**config.mk**
```make
export PLATFORM = sky130hd
export DESIGN_NAME = dm_access_unit
export DESIGN_NICKNAME = d
export VERILOG_FILES = /design/src/rtl/dm_access_pkg.sv /design/src/rtl/dm_lane_align.sv /design/src/rtl/dm_access_unit.sv
export SDC_FILE = /design/constraint.sdc
export NUM_CORES = 1
export LEC_CHECK = 0
export CAP_MARGIN = 10
export CORE_ASPECT_RATIO = 0.6
export CORE_UTILIZATION = 44
export CTS_CLUSTER_DIAMETER = 100
export DETAILED_ROUTE_END_ITERATION = 8
export GPL_ROUTABILITY_DRIVEN = 0
export PLACE_DENSITY = 0.78
export SKIP_LAST_GASP = 1
export SLEW_MARGIN = 10
export SYNTH_ARGS = -nofsm -noshare
export SYNTH_HDL_FRONTEND = slang
export SYNTH_HIERARCHICAL = 1
export SYNTH_SLANG_ARGS = --single-unit
```
**constraint.sdc**
```tcl
create_clock -name clk -period 3.6 [get_ports clk]
set_input_delay 0.72 -clock clk [delete_from_list [all_inputs] [get_ports clk]]
set_output_delay 0.72 -clock clk [all_outputs]
set_load 0.02 [all_outputs]
```
**src/rtl/dm_access_pkg.sv**
```systemverilog
// Shared types and codes for the data-memory access unit.
// Latency: n/a (declarations only).
// Backpressure: n/a.
package dm_access_pkg;

  typedef enum logic [1:0] {
    IDLE  = 2'd0,
    ISSUE = 2'd1,
    WAIT  = 2'd2,
    RESP  = 2'd3
  } dm_state_e;

  // RV32 width/sign codes; store codes alias the signed load codes.
  localparam logic [2:0] LB  = 3'b000;
  localparam logic [2:0] LH  = 3'b001;
  localparam logic [2:0] LW  = 3'b010;
  localparam logic [2:0] LBU = 3'b100;
  localparam logic [2:0] LHU = 3'b101;
  localparam logic [2:0] SB  = 3'b000;
  localparam logic [2:0] SH  = 3'b001;
  localparam logic [2:0] SW  = 3'b010;

  localparam logic [1:0] ERR_OK       = 2'b00;
  localparam logic [1:0] ERR_MISALIGN = 2'b01;
  localparam logic [1:0] ERR_TIMEOUT  = 2'b10;
  localparam logic [1:0] ERR_ILLEGAL  = 2'b11;

endpackage

```
**src/rtl/dm_lane_align.sv**
```systemverilog
// Byte-lane alignment: legality flags, store mask/data replication, load extract/extend.
// Latency: purely combinational.
// Backpressure: none; outputs track inputs.
module dm_lane_align
  import dm_access_pkg::*;
(
  input  logic [2:0]  funct3_i,
  input  logic        wr_i,
  input  logic [1:0]  addr_lo_i,
  input  logic [31:0] wdata_i,
  input  logic [31:0] rdata_i,
  output logic        illegal_o,
  output logic        misalign_o,
  output logic [3:0]  mask_o,
  output logic [31:0] wdata_o,
  output logic [31:0] rdata_o
);

  logic [7:0]  byte_sel;
  logic [15:0] half_sel;

  // Decode access width, lane placement and load extension from funct3.
  always_comb begin
    illegal_o  = 1'b0;
    misalign_o = 1'b0;
    mask_o     = 4'b0000;
    wdata_o    = 32'h0;
    rdata_o    = 32'h0;
    byte_sel   = rdata_i[{addr_lo_i, 3'b000} +: 8];
    half_sel   = addr_lo_i[1] ? rdata_i[31:16] : rdata_i[15:0];
    case (funct3_i)
      LB: begin
        mask_o  = 4'b0001 << addr_lo_i;
        wdata_o = {4{wdata_i[7:0]}};
        rdata_o = {{24{byte_sel[7]}}, byte_sel};
      end
      LH: begin
        misalign_o = addr_lo_i[0];
        mask_o     = 4'b0011 << addr_lo_i;
        wdata_o    = {2{wdata_i[15:0]}};
        rdata_o    = {{16{half_sel[15]}}, half_sel};
      end
      LW: begin
        misalign_o = |addr_lo_i;
        mask_o     = 4'b1111;
        wdata_o    = wdata_i;
        rdata_o    = rdata_i;
      end
      LBU: begin
        // Unsigned variants exist only for loads.
        illegal_o = wr_i;
        mask_o    = 4'b0001 << addr_lo_i;
        rdata_o   = {24'h0, byte_sel};
      end
      LHU: begin
        illegal_o  = wr_i;
        misalign_o = addr_lo_i[0];
        mask_o     = 4'b0011 << addr_lo_i;
        rdata_o    = {16'h0, half_sel};
      end
      default: illegal_o = 1'b1;
    endcase
  end

endmodule

```
**src/rtl/dm_access_unit.sv**
```systemverilog
// Data-memory initiator: one load/store at a time, aligned data, error codes back to pipe.
// Latency: 3 cycles accept-to-response (1 for rejected requests, TIMEOUT+2 on timeout).
// Backpressure: req_ready only in IDLE; the memory is waited on via dm_valid with a timeout.
module dm_access_unit
  import dm_access_pkg::*;
#(
  parameter int TIMEOUT = 16
) (
  input  logic        clk,
  input  logic        rst,
  input  logic        req_valid,
  output logic        req_ready,
  input  logic        req_wr,
  input  logic [2:0]  req_funct3,
  input  logic [31:0] req_addr,
  input  logic [31:0] req_wdata,
  output logic        rsp_valid,
  output logic [1:0]  rsp_err,
  output logic [31:0] rsp_rdata,
  output logic        dm_cs,
  output logic        dm_wr,
  output logic [3:0]  dm_mask,
  output logic [31:0] dm_addr,
  output logic [31:0] dm_data_wr,
  output logic        dm_stall,
  input  logic        dm_valid,
  input  logic [31:0] dm_data_rd
);

  localparam int CW = $clog2(TIMEOUT + 1);

  dm_state_e   state_q, state_d;
  logic        wr_q;
  logic [2:0]  funct3_q;
  logic [31:0] addr_q;
  logic [31:0] wdata_q;
  logic [1:0]  err_q, err_d;
  logic [31:0] rdata_q, rdata_d;
  logic [CW-1:0] cnt_q, cnt_d;

  logic        idle;
  logic        al_illegal, al_misalign;
  logic [3:0]  al_mask;
  logic [31:0] al_wdata, al_rdata;

  // In IDLE the aligner classifies the incoming request; afterwards it works on the held one.
  assign idle = (state_q == IDLE);

  dm_lane_align u_align (
    .funct3_i   (idle ? req_funct3     : funct3_q),
    .wr_i       (idle ? req_wr         : wr_q),
    .addr_lo_i  (idle ? req_addr[1:0]  : addr_q[1:0]),
    .wdata_i    (idle ? req_wdata      : wdata_q),
    .rdata_i    (dm_data_rd),
    .illegal_o  (al_illegal),
    .misalign_o (al_misalign),
    .mask_o     (al_mask),
    .wdata_o    (al_wdata),
    .rdata_o    (al_rdata)
  );

  // State, counter and response registers.
  always_ff @(posedge clk or posedge rst) begin
    if (rst) begin
      state_q <= IDLE;
      err_q   <= ERR_OK;
      rdata_q <= 32'h0;
      cnt_q   <= '0;
    end else begin
      state_q <= state_d;
      err_q   <= err_d;
      rdata_q <= rdata_d;
      cnt_q   <= cnt_d;
    end
  end

  // Request is held from acceptance until the response retires.
  always_ff @(posedge clk or posedge rst) begin
    if (rst) begin
      wr_q     <= 1'b0;
      funct3_q <= 3'b000;
      addr_q   <= 32'h0;
      wdata_q  <= 32'h0;
    end else if (req_valid && req_ready) begin
      wr_q     <= req_wr;
      funct3_q <= req_funct3;
      addr_q   <= req_addr;
      wdata_q  <= req_wdata;
    end
  end

  // Next-state logic and memory/pipeline handshake outputs.
  always_comb begin
    state_d    = state_q;
    err_d      = err_q;
    rdata_d    = rdata_q;
    cnt_d      = cnt_q;
    req_ready  = 1'b0;
    rsp_valid  = 1'b0;
    dm_cs      = 1'b1;
    dm_wr      = 1'b1;
    dm_mask    = 4'b0000;
    dm_addr    = 32'h0;
    dm_data_wr = 32'h0;
    dm_stall   = 1'b0;
    case (state_q)
      IDLE: begin
        req_ready = 1'b1;
        if (req_valid) begin
          rdata_d = 32'h0;
          if (al_illegal) begin
            err_d   = ERR_ILLEGAL;
            state_d = RESP;
          end else if (al_misalign) begin
            err_d   = ERR_MISALIGN;
            state_d = RESP;
          end else begin
            err_d   = ERR_OK;
            state_d = ISSUE;
          end
        end
      end
      ISSUE: begin
        // The only cycle with cs low and wr low for stores; memory writes on its negedge.
        dm_cs      = 1'b0;
        dm_wr      = ~wr_q;
        dm_stall   = 1'b1;
        dm_addr    = {2'b00, addr_q[31:2]};
        dm_mask    = al_mask;
        dm_data_wr = wr_q ? al_wdata : 32'h0;
        cnt_d      = '0;
        state_d    = WAIT;
      end
      WAIT: begin
        // Loads keep cs low because the read word is gated by it.
        dm_cs      = wr_q;
        dm_addr    = {2'b00, addr_q[31:2]};
        dm_mask    = al_mask;
        dm_data_wr = wr_q ? al_wdata : 32'h0;
        if (dm_valid) begin
          err_d   = ERR_OK;
          rdata_d = wr_q ? 32'h0 : al_rdata;
          state_d = RESP;
        end else if (cnt_q + CW'(1) == CW'(TIMEOUT)) begin
          err_d   = ERR_TIMEOUT;
          rdata_d = 32'h0;
          state_d = RESP;
        end else begin
          cnt_d = cnt_q + CW'(1);
        end
      end
      RESP: begin
        rsp_valid = 1'b1;
        state_d   = IDLE;
      end
      default: state_d = IDLE;
    endcase
  end

  assign rsp_err   = rsp_valid ? err_q   : ERR_OK;
  assign rsp_rdata = rsp_valid ? rdata_q : 32'h0;

endmodule

```
# == Word level (Yosys, flattened, before mapping) ==
# Cells that the tools add are included.
# word_totals
regBits,109
elab_cells,80
input_bits,104
output_inout_bits,107
# op_classes
muxes,41
n_reduce_logical,14
n_eq_ne,12
n_bitwise,1
addsub,1
n_shift,3
# ops
operator,count
$mux 32,8
$pmux 32 s5,1
$pmux 32 s3,1
$pmux 32 s2,1
$shiftx 32x6->8,1
$mux 30,1
$mux 2,11
$mux 16,1
$pmux 4 s3,1
$mux 5,2
$pmux 5 s2,1
$reduce_or 2->1,5
$pmux 2 s4,1
$eq 3x3->1 const B,2
$mux 1,6
$ne 2x2->1 const B,3
$pmux 1 s2,3
$reduce_and 3->1,2
$add 5x1->5 const B,1
$eq 5x5->1 const B,1
$eq 2x2->1 const B,2
$mux 4,1
$pmux 2 s2,1
$reduce_bool 2->1,2
13 further kinds,13

# == Logic depth before layout (Yosys ltp) ==
# Gate-level depths: netlist of run 1.
# depth
ltp_word,9
depth_mapped,14
ltp_nobuf,10

# == By module ==
# The synthesis of run 1 kept the hierarchy.
# by_module_without_submodules
mod,area_per_inst_um2,cells_each,seq_area_each_um2,n_inst
dm_access_unit,5741.8,521,2727.6,1
dm_lane_align,1475.2,226,0.0,1

# == Worst setup path after synthesis of run 1 ==
# No wires, ideal clock.
# synth_timing
kind,register to output
startpoint,register state_q[0]
endpoint,output port dm_data_wr[8]
path_buffers,5
arrival_ns,2.518
stages_incl_launch_ff,13
t_required_ns,2.880
slack_ns,0.362
path_cell_list,dfrtp_1 > inv_1 > ha_1 > buf_4 > buf_2 > mux2_2 > buf_4 > nor2b_1 > buf_2 > buf_2 > nand2_1 > a21oi_1 > and3_1
# synth_between
elab_chain_cells,6
elab_cells_between_ends,12
classes_between,eq/ne: 4; mux: 5; reduce/logical: 3
# synth_rtl
element,line_no,text
start: declaration,dm_access_unit.sv:32,"dm_state_e state_q, state_d;"
start signal: assignment,dm_access_unit.sv:70,state_q <= state_d;
$logic_not 2->1 *,dm_access_unit.sv:47,assign idle = (state_q == IDLE);
$mux 3,dm_access_unit.sv:50,".funct3_i (idle ? req_funct3 : funct3_q),"
"$eq 3x2->1, or another cell as far along",dm_lane_align.sv:31,case (funct3_i)
$pmux 32 s3 *,dm_lane_align.sv:31,
named net al_wdata[8],dm_access_unit.sv:44,"logic [31:0] al_wdata, al_rdata;"
$mux 32 *,"dm_access_unit.sv:130, dm_access_unit.sv:139",
$mux 32 *,-,
end: declaration,dm_access_unit.sv:24,"output logic [31:0] dm_data_wr,"
# Mark *: on every way through the listed nets, which the timed path passes. The rest lies on a longest branch.

# == Worst setup path after layout of run 1 ==
# layout_timing
startpoint,register state_q[0]
endpoint,output port dm_data_wr[27]
# Same word-level chain as after synthesis.

==> flow_summary.yaml, run 1 <==
run_status:
  status: "completed"
logic_synthesis:
  synth_top_flop_cell: "dfrtp_1"
  avgSynthCellArea_sq_um: 9.66
  synth-seq-cells: 109
  synth_warnings: 6
  seq_area_frac_synth_pct: 37.8
  synth_area_sq_um: 7220
  synthCells: 747
  synthArstFlopShare_pct: 100
  synth_edf_count: 0
  yosysUniqueCellTypes: 55
detailed_routing:
  drt_pass1_iterations: 6
  route.met2.wl_mm: 8.87
  avgViaCountPerCell: 5.66
  met3_length_mm: 2.66
  drt_iter0_markers: 747
  vias: 6440
  wirelength_mm: 21.1
  postRouteAntennaNets: 0
  wl_met1_mm: 9.40
  highest_layer: "met4"
  drc_errors: 0
  wl_per_cell_microns: 18.6
clocking:
  clock-sinks: 109
  cts_tree: "done"
  clock_latency_ns: 0.36
  clock_path_buffers: 2
  cts.clk_slew.worst_paths_ns: 0.09
  cts_setup_buffers: 0
  cts-root-buf: "clkbuf_16"
  numCtsBuffers: 9
  h-tree-depth: 3
  cts_hold_buf: 0
worst_setup_path:
  crit_path_max_incr_delay_ns: 0.43
  r2r-start: "state_q[0]$_DFFE_PP0P_"
  cp.required_ns: 2.88
  cp.arrival_ns: 2.76
  path_cells: "inv_1 > ha_4 > mux2_2 > buf_12 > nand2b_1 > a21o_1 > a21oi_1 > and3_1 > dlygate4sd2_1"
  reg2regPathDepth: 10
  cp_top_family: "buffers and inverters"
  cpMaxStageDelayCell: "dfrtp_1"
  rrSetupSlack_ns: 0.44
  regToRegEndpoint: "rdata_q[17]$_DFFE_PP0P_"
  critical_path_class: "reg -> out"
  path_buf_inv: 3
  crit_fanout: 23
  end_kind: "output port"
  setup.worst_path.start_class: "flop"
timing:
  tns_ns: 0
  period_needed_ns: 3.48
  worst_slew_pin_slew_ns: 1.01
  setup_slack_ns: 0.120
  hold_viol_final: 0
  period_share_pct: 96.7
  fmax_mhz: 287
  slew_viol_final: 0
  fin_worst_skew_ns: 0.0137
  rsz0062_at_grt: "no"
  setup_viol: 0
  slew_headroom_pct: 32.8
global_route:
  grt_pass1_vias: 6106
  grt_pass1_wl_mm: 33.5
  grt_util_all_layers_pct: 25.3
  overflow: 0
  grt_max_degree: 71
  grt_antenna_before_repair: 1
layout:
  nets: 1037
  area_growth_pct: 35.5
  drive_gt1_share_pct: 19.3
hold_path:
  hold_path.class: "reg -> reg"
  min_from: "addr_q[6]$_DFFE_PP0P_"
  whs_path_depth: 1
  hold-path-endpoint: "addr_q[6]$_DFFE_PP0P_"
floorplan:
  fp.coreArea_sq_um: 15700
  num_io_pins: 211
  fp-row-count: 35
  die_height_microns: 101
  die_x_microns: 167
  die_area_sq_um: 16900
  initial_core_util_pct: 46.0
run:
  drv_cap: 0
power:
  power.density_nw_per_um2: 969
  ir_worst_vdd_mv: 0.649
  p_leak_uw: 0.00426
placement:
  post-place-ws_ns: -0.0475
  port_buffers: 208
  place_hpwl_mm: 15.0
==> cell usage after synthesis (3+ instances only) <==
master | n | area [sq um]
mux2_2 | 111 | 1250
dfrtp_1 | 109 | 2730
and2_1 | 77 | 482
nand2_1 | 75 | 282
a21oi_1 | 51 | 255
a22oi_1 | 48 | 360
and3_1 | 33 | 206
o21ai_1 | 30 | 150
buf_2 | 26 | 130
clkbuf_1 | 22 | 82.6
a211oi_1 | 16 | 120
a21o_1 | 16 | 120
nor2b_1 | 13 | 81.3
nand2b_1 | 12 | 75.1
buf_4 | 11 | 82.6
o21ai_0 | 9 | 45.0
inv_1 | 8 | 30.0
nor2_1 | 8 | 30.0
a221o_1 | 7 | 70.1
buf_6 | 6 | 67.6
ha_1 | 5 | 62.6
mux2i_1 | 5 | 50.1
mux2_4 | 4 | 60.1
a31oi_1 | 3 | 18.8
buf_1 | 3 | 11.3
o211ai_1 | 3 | 22.5
o31ai_1 | 3 | 22.5
==> layout by cell type, fill, tap and decap left out, types with 2 or more instances in the layout <==
cell,instances
a211oi_1,16
a21o_1,16
a21oi_1,51
a221o_1,7
a22oi_1,48
a31oi_1,3
and2_1,77
and3_1,32
buf_12,4
buf_4,26
clkbuf_16,9
clkdlybuf4s15_1,2
clkdlybuf4s50_1,172
clkinv_4,2
conb_1,2
dfrtp_1,109
dlygate4sd2_1,28
dlymetal6s2s_1,5
ha_1,4
inv_1,7
inv_6,2
mux2_2,110
mux2_4,5
mux2i_1,5
nand2_1,74
nand2b_1,12
nand3_1,2
nor2_1,8
nor2_2,2
nor2b_1,12
o211ai_1,3
o21ai_0,8
o21ai_1,31
o31ai_1,3
or3_1,2
or3b_4,2
==> area by class of cell <==
type                       count  area, sq um
tap                          203          254
sequential                   109         2730
antenna                        1         2.50
multi-input combinational    560         4100
clock buffer                   9          225
fill                        1382         5900
timing repair buffer         239         2340
inverter                       9         36.3
clock inverter                 7         92.6
==> repair_timing <==
| action | CTS | global route |
|---|---|---|
| resized for setup | 34 | 10 |
| endpoints found under the hold margin | 0 | 0 |
| endpoints found under the setup margin | 36 | 9 |
==> logic make-up (layout without fill, tap and decap cells) <==
family	count (synthesis)	after routing	share of synthesized area (%)
compound gates	201	201	18.9
fa+ha+maj	5	5	0.867
flops	109	109	37.8
other cells	1	3	0.0520
mux	121	121	19.2
simple gates	231	231	17.4
buf+inv	79	264	5.79
==> where the power goes <==
part           switching (uW)  internal [uW]  total [uW]
Combinational            3380           2940        6320
Sequential                340           1760        2100
Clock                     509            560        1070
Total                    4230           5260        9480
==> worst max path at each step <==
stage | end | cells after the start | from | slack (ns)
CTS | dm_mask[1] | 7 | req_funct3[1] | 0.03
global route | dm_data_wr[17] | 9 | state_q[0]$_DFFE_PP0P_ | 0.01
global placement | dm_data_wr[31] | 8 | req_funct3[1] | -0.02
finish | dm_data_wr[27] | 9 | state_q[0]$_DFFE_PP0P_ | 0.12
detailed placement | dm_data_wr[31] | 8 | req_funct3[1] | -0.05
floorplan | addr_q[0]$_DFFE_PP0P_ | 1 | rst | 0.006
==> metrics by stage <==
| step | area (sq um) | total power, uW | hold slack [ns] | std cells | util, % |
|---|---|---|---|---|---|
| floorplan | 7220 | 6280 | 0.471 | 748 | - |
| global placement | 9470 | 8330 | 0.480 | 1120 | 60.4 |
| detailed placement | 9470 | 8420 | 0.485 | 1120 | 60.4 |
| CTS | 9760 | 9470 | 0.503 | 1136 | 62.3 |
| global route | 9780 | 10100 | 0.513 | 1136 | 62.4 |
| finish | 9780 | 9480 | 0.500 | 1137 | 62.4 |
==> per-layer routing <==
layer | GRT usage [%] | up-vias
met2 | 36.3 | 335
met1 | 36.1 | 3067
met5 | 0 | -
li1 | - | 3022
met3 | 10.2 | 16
met4 | 4.16 | 0
==> registers in the layout, summed over array words and instances (netlist names) <==
name	cells
addr_q	32
rdata_q	32
wdata_q	32
cnt_q	5
funct3_q	3
err_q	2
state_q	2
wr_q	1
(Power assumes the default switching activity.)
==> inputs of run 2 (changes only) <==
CAP_MARGIN = unset   (was 10)
==> results of run 2 <==
The final DEF is identical to that of run 1; final timing and power are the same.
==> inputs of run 3 (changes only) <==
SKIP_LAST_GASP = unset   (was 1)
==> results of run 3 <==
The final DEF is identical to that of run 1; final timing and power are the same.
